## src/rtl/serial_add_pkg.sv

```systemverilog
// Shared definitions for the bit-serial adder controller: FSM state
// encoding and the counter-width helper.
package serial_add_pkg;

  localparam logic [1:0] ST_IDLE = 2'd0;
  localparam logic [1:0] ST_RUN  = 2'd1;
  localparam logic [1:0] ST_DONE = 2'd2;

  typedef enum logic [1:0] {
    IDLE = ST_IDLE,
    RUN  = ST_RUN,
    DONE = ST_DONE
  } state_t;

  // The bit counter needs at least one bit even when a single cycle suffices.
  function automatic int cnt_width(input int width);
    return (width > 1) ? $clog2(width) : 1;
  endfunction

endpackage

```

## src/rtl/full_adder_1b.sv

```systemverilog
// One-bit full adder cell; the only arithmetic in the serial adder.
module full_adder_1b (
  input  logic a,
  input  logic b,
  input  logic ci,
  output logic s,
  output logic co
);

  assign s  = a ^ b ^ ci;
  assign co = (a & b) | (a & ci) | (b & ci);

endmodule

```

## src/rtl/serial_add_ctrl.sv

```systemverilog
// Bit-serial addition controller: accepts an operand pair, adds it LSB first
// through a single full-adder cell over WIDTH cycles, then offers the result.
module serial_add_ctrl
  import serial_add_pkg::*;
#(
  parameter int WIDTH = 8
) (
  input  logic             clk,
  input  logic             rst_n,
  input  logic             in_valid,
  output logic             in_ready,
  input  logic [WIDTH-1:0] a,
  input  logic [WIDTH-1:0] b,
  output logic             out_valid,
  input  logic             out_ready,
  output logic [WIDTH-1:0] sum,
  output logic             carry_out,
  output logic             busy
);

  localparam int CNT_W = cnt_width(WIDTH);

  state_t             state_q, state_d;
  logic [WIDTH-1:0]   a_sh_q, a_sh_d;
  logic [WIDTH-1:0]   b_sh_q, b_sh_d;
  logic [WIDTH-1:0]   sum_sh_q, sum_sh_d;
  logic               carry_q, carry_d;
  logic [CNT_W-1:0]   cnt_q, cnt_d;
  logic               fa_s, fa_co;

  full_adder_1b u_fa (
    .a  (a_sh_q[0]),
    .b  (b_sh_q[0]),
    .ci (carry_q),
    .s  (fa_s),
    .co (fa_co)
  );

  always_comb begin
    state_d  = state_q;
    a_sh_d   = a_sh_q;
    b_sh_d   = b_sh_q;
    sum_sh_d = sum_sh_q;
    carry_d  = carry_q;
    cnt_d    = cnt_q;
    case (state_q)
      IDLE: begin
        if (in_valid) begin
          a_sh_d  = a;
          b_sh_d  = b;
          carry_d = 1'b0;
          cnt_d   = '0;
          state_d = RUN;
        end
      end
      RUN: begin
        // New sum bits enter at the MSB so the LSB lands at bit 0 after WIDTH shifts.
        sum_sh_d = (sum_sh_q >> 1) | (WIDTH'(fa_s) << (WIDTH - 1));
        carry_d  = fa_co;
        a_sh_d   = a_sh_q >> 1;
        b_sh_d   = b_sh_q >> 1;
        cnt_d    = cnt_q + CNT_W'(1);
        if (cnt_q == CNT_W'(WIDTH - 1)) begin
          state_d = DONE;
        end
      end
      DONE: begin
        if (out_ready) begin
          state_d = IDLE;
        end
      end
      default: state_d = IDLE;
    endcase
  end

  always_ff @(posedge clk or negedge rst_n) begin
    if (!rst_n) begin
      state_q  <= IDLE;
      a_sh_q   <= '0;
      b_sh_q   <= '0;
      sum_sh_q <= '0;
      carry_q  <= 1'b0;
      cnt_q    <= '0;
    end else begin
      state_q  <= state_d;
      a_sh_q   <= a_sh_d;
      b_sh_q   <= b_sh_d;
      sum_sh_q <= sum_sh_d;
      carry_q  <= carry_d;
      cnt_q    <= cnt_d;
    end
  end

  assign in_ready  = (state_q == IDLE);
  assign out_valid = (state_q == DONE);
  assign busy      = (state_q == RUN) || (state_q == DONE);
  assign sum       = sum_sh_q;
  assign carry_out = carry_q;

endmodule
```

## config.mk

```make
export PLATFORM = sky130hd
export DESIGN_NAME = serial_add_ctrl
export DESIGN_NICKNAME = d
export VERILOG_FILES = /design/src/rtl/serial_add_pkg.sv /design/src/rtl/full_adder_1b.sv /design/src/rtl/serial_add_ctrl.sv
export SDC_FILE = /design/constraint.sdc
export NUM_CORES = 1
export LEC_CHECK = 0
export BUFFER_PORTS_ARGS = -buffer_cell sky130_fd_sc_hd__buf_2
export CORE_MARGIN = 5
export CORE_UTILIZATION = 43
export CTS_BUF_LIST = sky130_fd_sc_hd__clkbuf_4 sky130_fd_sc_hd__clkbuf_8
export CTS_CLUSTER_DIAMETER = 120
export CTS_CLUSTER_SIZE = 24
export DETAILED_ROUTE_END_ITERATION = 8
export PLACE_DENSITY = 0.65
export SYNTH_ARGS = -nofsm -noshare
export SYNTH_HDL_FRONTEND = slang
export SYNTH_HIERARCHICAL = 1
export SYNTH_SLANG_ARGS = --single-unit
```

## constraint.sdc

```tcl
create_clock -name clk -period 1.79 [get_ports clk]
set_clock_uncertainty 0.05 [all_clocks]
set_input_delay 0.4475 -clock clk [delete_from_list [all_inputs] [get_ports clk]]
set_output_delay 0.4475 -clock clk [all_outputs]
set_load 0.01 [all_outputs]
```

Yosys cells after proc, flatten, opt, wreduce, memory -nomap -nowiden
Cells that the tools add are included.
Storage, ports and cells
  flip-flop bits (word level): 30
  bits of input ports: 20
  output and inout bits: 12
  word-level logic and storage cells: 38
Cells by class
  add/subtract/negate cells: 1
  eq/ne operators: 6
  multiplexer cells: 12
  bitwise logic cells: 8
  reductions and logical operators: 5
Operators with widths (number)
  8-bit case mux with 2 select lines: 2
  8-bit two-way mux: 2
  7-bit by 8-bit bitwise OR with 8-bit output: 1
  2-bit two-way mux: 3
  2-bit case mux with 3 select lines: 1
  3-bit case mux with 2 select lines: 1
  2-bit inequality test, second input constant: 2
  3-bit by 1-bit adder with 3-bit output, second input constant: 1
  1-bit AND: 3
  3-bit equality test, second input constant: 1
  3-bit two-way mux: 1
  3-bit AND reduction: 1
  2-bit by 1-bit equality test with 1-bit output, second input constant: 1
  2-bit equality test, second input constant: 1
  2-bit logical NOT: 1
  2-bit by 1-bit inequality test with 1-bit output, second input constant: 1
  1-bit bitwise OR: 2
  1-bit case mux with 2 select lines: 1
  2-bit AND reduction: 1
  2-bit nonzero test: 1
  1-bit XOR: 2
  1-bit logical OR: 1
  1-bit two-way mux: 1

Logic depth before layout (Yosys ltp)
  word-level depth: 4
  gate-level depth with buffers: 7
  depth with buffers taken out: 5

Hierarchy
Netlist, hierarchy kept.
By module, submodules not included
  serial_add_ctrl: instances 1, cells an instance 114, area an instance 1387.6 µm², sequential area each 750.7 µm²
  full_adder_1b: instances 1, cells an instance 1, area an instance 20.0 µm², sequential area each 0.0 µm²

Worst setup path after synthesis
OpenSTA, ideal clock, no wires.
  kind: register -> register
  from: register state_q[0]
  to: register state_q[0]
  library setup time: 0.125 ns
  arrival time: 1.454 ns
  setup slack: 0.162 ns
  stages on the path, launching flop included: 6
  buffers on the path: 0
  path through: dfrtp_1 -> inv_1 -> ha_1 -> nor2b_4 -> a221oi_2 -> mux2_2
On the way
  longest elaborated chain between the ends: 3
  elaborated cells on any way between the ends: 8
Ends and longest elaborated chain
  start: declaration: line serial_add_ctrl.sv:23  | state_t state_q, state_d;
  start signal: assignment: line serial_add_ctrl.sv:85  | state_q <= state_d;
  2-bit logical NOT *
  net in_ready: line serial_add_ctrl.sv:11  | output logic in_ready,
  2-bit inequality test (no line)
  3-bit AND reduction (no line)
The timed path passes the listed nets; every way through them passes the cells marked *.
A chain may end at the register's enable or synchronous reset.

Worst setup path in the final report
  from: register state_q[0]
  to: output port busy
On the way
  longest elaborated chain between the ends: 2
  elaborated cells on any way between the ends: 3
Ends and longest elaborated chain
  2-bit by 1-bit equality test with 1-bit output / 2-bit equality test (equally long branches): line serial_add_ctrl.sv:96  | assign busy = (state_q == RUN) || (state_q == DONE);
  1-bit logical OR *: line serial_add_ctrl.sv:96
  end: declaration: line serial_add_ctrl.sv:18  | output logic busy
Every way passes the cells marked *; elsewhere a longest branch is shown, timed or not.

==> impl_metrics.py <==
metrics = {
    "pwr": {
        "finalPower_mw": 3.19,
        "ir_drop_v": 0.000624,
        "power.density_nw_per_um2": 1860,
        "switching_share_pct": 35.3,
        "p_leak_nw": 0.842,
        "internal-power_mw": 2.07,
        "combPwrFrac_pct": 46.2,
        "p_sw_mw": 1.13,
        "p_clk_share_pct": 16.3,
        "seq_power_share_pct": 37.6,
    },
    "setup_path": {
        "crit_path_cell_trace": "inv_2, ha_2, buf_2",
        "startpoint_type": "flip-flop",
        "r2r_setup_slack_ps": 210,
        "crit_type": "flip-flop to output pin",
        "max_stage_delay_ps": 430,
        "crit_slowest_cell": "dfrtp_1",
        "cp.arrival_ps": 1230,
        "worstPathMaxFanout": 4,
        "end_kind": "output pin",
        "reg2regPathDepth": 5,
        "r2r_end": "state_q[0]$_DFFE_PN0P_",
        "required_ps": 1290,
        "rr_startpoint": "state_q[0]$_DFFE_PN0P_",
    },
    "logic_synthesis": {
        "yosys_warnings": 6,
        "syn_area_per_cell_sq_um": 12.2,
        "netlist_instances": 115,
        "yosysMostFrequentCell": "dfrtp_1",
        "synthArstFlopShare_pct": 100,
        "yosys.area.top_type": "dfrtp_1",
        "synth_edf_count": 0,
        "synth-seq-cells": 30,
        "syn_nets": 142,
        "synth_area_sq_um": 1410,
        "ys_seq_area_share_pct": 53.3,
        "ys_dominant_reg_cell": "dfrtp_1",
        "yosys-top-cells-area": "dfrtp_1 (53%), mux2i_1 (10%), mux2_2 (8.8%), ha_1 (5.3%), nand2_1 (4.3%)",
        "ys_top_cells_by_count": "dfrtp_1 (30), nand2_1 (16), mux2i_1 (14), mux2_2 (11), o21ai_0 (9)",
        "yosys.area.top_type_share_pct": 53.3,
        "synth_cell_types": 19,
    },
    "global_routing": {
        "grt_pass1_wl_um": 4220,
        "grt_antenna_before_repair": 0,
        "grt_overflow_total": 0,
        "grt_max_degree": 31,
        "grt_util_all_layers_pct": 12.5,
        "grt_pass1_vias": 975,
    },
    "timing": {
        "tns_ps": 0,
        "drv_slew": 0,
        "grt_setup_unrepaired": "false",
        "finalSetupViolCount": 0,
        "fin_crit_sh_pct": 96.2,
        "whs_ps": 88.5,
        "hold_viol_final": 0,
        "layout_min_cycle_time_ps": 1720,
        "max_freq_mhz": 580,
        "relSlewSlack_pct": 57.4,
        "worstMarginPinSlew_ps": 639,
    },
    "routing": {
        "ant_nets": 0,
        "wl_um": 2390,
        "route.detailed.drc": 0,
        "first_pass_iters": 2,
        "vias": 950,
        "routedWlPerCell_um": 12.1,
        "drt-initial-drc-count": 51,
        "avgViaCountPerCell": 4.80,
    },
    "flow_run": {
        "drv_cap": 0,
    },
    "clocking": {
        "clk_latency_ps": 320,
        "clk_pin_slew_ps": 100,
        "clockRootBuffer": "clkbuf_4",
        "cts_buffers": 5,
        "htree_num_levels": 2,
        "cts_tree": "done",
        "cts_sinks": 30,
        "clk_path_buf_depth": 2,
    },
    "layout": {
        "fin_nets": 180,
        "seqCellArea_sq_um": 751,
        "final_cell_area_sq_um": 1710,
        "fill_cells": 295,
        "area_growth_pct": 21.8,
        "final_cells": 198,
        "multiInputGateArea_sq_um": 603,
        "antenna_cells": 0,
        "drive_gt1_share_pct": 40.3,
    },
    "floorplanning": {
        "num_rows": 20,
        "start_util_pct": 45.4,
        "io_pins": 32,
        "dieWidth_um": 67.2,
        "core_area_sq_um": 3100,
        "die_height_um": 67.2,
        "dieArea_sq_um": 4520,
    },
    "status": {
        "status": "finished clean",
    },
    "place": {
        "dp.cells": 189,
        "io_buffer_count": 31,
        "place_area_sq_um": 1630,
        "dp_hpwl_um": 1830,
        "routabilityCongestion": 0.715,
    },
    "worst_hold_path": {
        "min-delay-path-class": "input port to asynchronous set/reset pin",
    },
}
-- cell families (layout without fill, tap and decap cells) --
logic type      after synthesis  count (layout)  synth area share (%)
simple gates                 20              20                  6.67
fa+ha+maj                     7               7                  6.76
flops                        30              30                  53.3
buf+inv                      10              49                  4.00
compound gates               22              22                  9.51
mux                          26              26                  19.7
-- power by group through the flow --
stage / Combinational, mW / Sequential [mW] / Clock [mW]
final: 1.47 / 1.20 / 0.520
after global routing: 1.65 / 1.24 / 0.569
after CTS: 1.48 / 1.20 / 0.539
after detailed placement: 1.47 / 1.22 / 0
after global placement: 1.42 / 1.19 / 0
after floorplan: 1.04 / 1.22 / 0
-- cell usage in the layout, fill, tap and decap left out, types with 3 or more instances in the layout --
| cell | synthesis | routed |
|---|---|---|
| buf_2 | 3 | 31 |
| dfrtp_1 | 30 | 30 |
| nand2_1 | 16 | 16 |
| mux2i_1 | 14 | 14 |
| mux2_2 | 11 | 11 |
| o21ai_0 | 9 | 9 |
| o21ai_1 | 7 | 7 |
| ha_1 | 6 | 5 |
| clkbuf_4 | 0 | 5 |
| buf_4 | 2 | 5 |
| a22o_1 | 3 | 3 |
-- worst max-delay path by stage --
stage          depth (start not counted)                     end                    from
2_1_floorplan                          5  state_q[0]$_DFFE_PN0P_  state_q[0]$_DFFE_PN0P_
3_3_place_gp                           5  state_q[0]$_DFFE_PN0P_  state_q[0]$_DFFE_PN0P_
3_5_place_dp                           5  state_q[0]$_DFFE_PN0P_  state_q[0]$_DFFE_PN0P_
4_1_cts                                3                in_ready  state_q[1]$_DFFE_PN0P_
5_1_grt                                3                    busy  state_q[0]$_DFFE_PN0P_
6_report                               3                    busy  state_q[0]$_DFFE_PN0P_
-- flip-flops by register name (all words and copies together), names as in the netlist --
register	flops
cnt_q	3
carry_out	1
state_q	2
b_sh_q	8
a_sh_q	8
sum	8
-- through the flow --
step / utilization (%) / setup slack [ps]
finish: 55.2 / 67.2
floorplan: - / 162
detailed placement: 52.4 / 137
global placement: 52.4 / 200
global route: 55.2 / 0.656
CTS: 54.9 / 5.99
-- critical path, delay by kind of cell (launching register included) --
family / cells / cell delay [ps]
buf+inv: 2 / 220
fa+ha+maj: 1 / 260
flops: 1 / 430
-- per-layer routing --
metal / global-route usage (%) / part of all wire [%] / up-vias
met5: 0 / 0 / -
met4: 5.57 / 1.3 / 0
met3: 5.16 / 7.6 / 4
met2: 21.2 / 48 / 27
met1: 13.7 / 44 / 444
li1: - / - / 475
-- cell type report --
cell class | count | area share (%)
clock buffers | 5 | 2.19
multi-input cells | 75 | 35.2
clock inverters | 3 | 2.34
well taps | 44 | 3.21
repair buffers | 37 | 12.4
flip-flops and latches | 30 | 43.8
inverters | 4 | 0.876
-- timing repair --
item,4_1_cts,5_1_grt
hold endpoints to repair,0,0
buffers inserted,0,1
setup endpoints to repair,0,2
hold buffers,0,0
gates resized for setup,0,3
(Power assumes the default switching activity.)
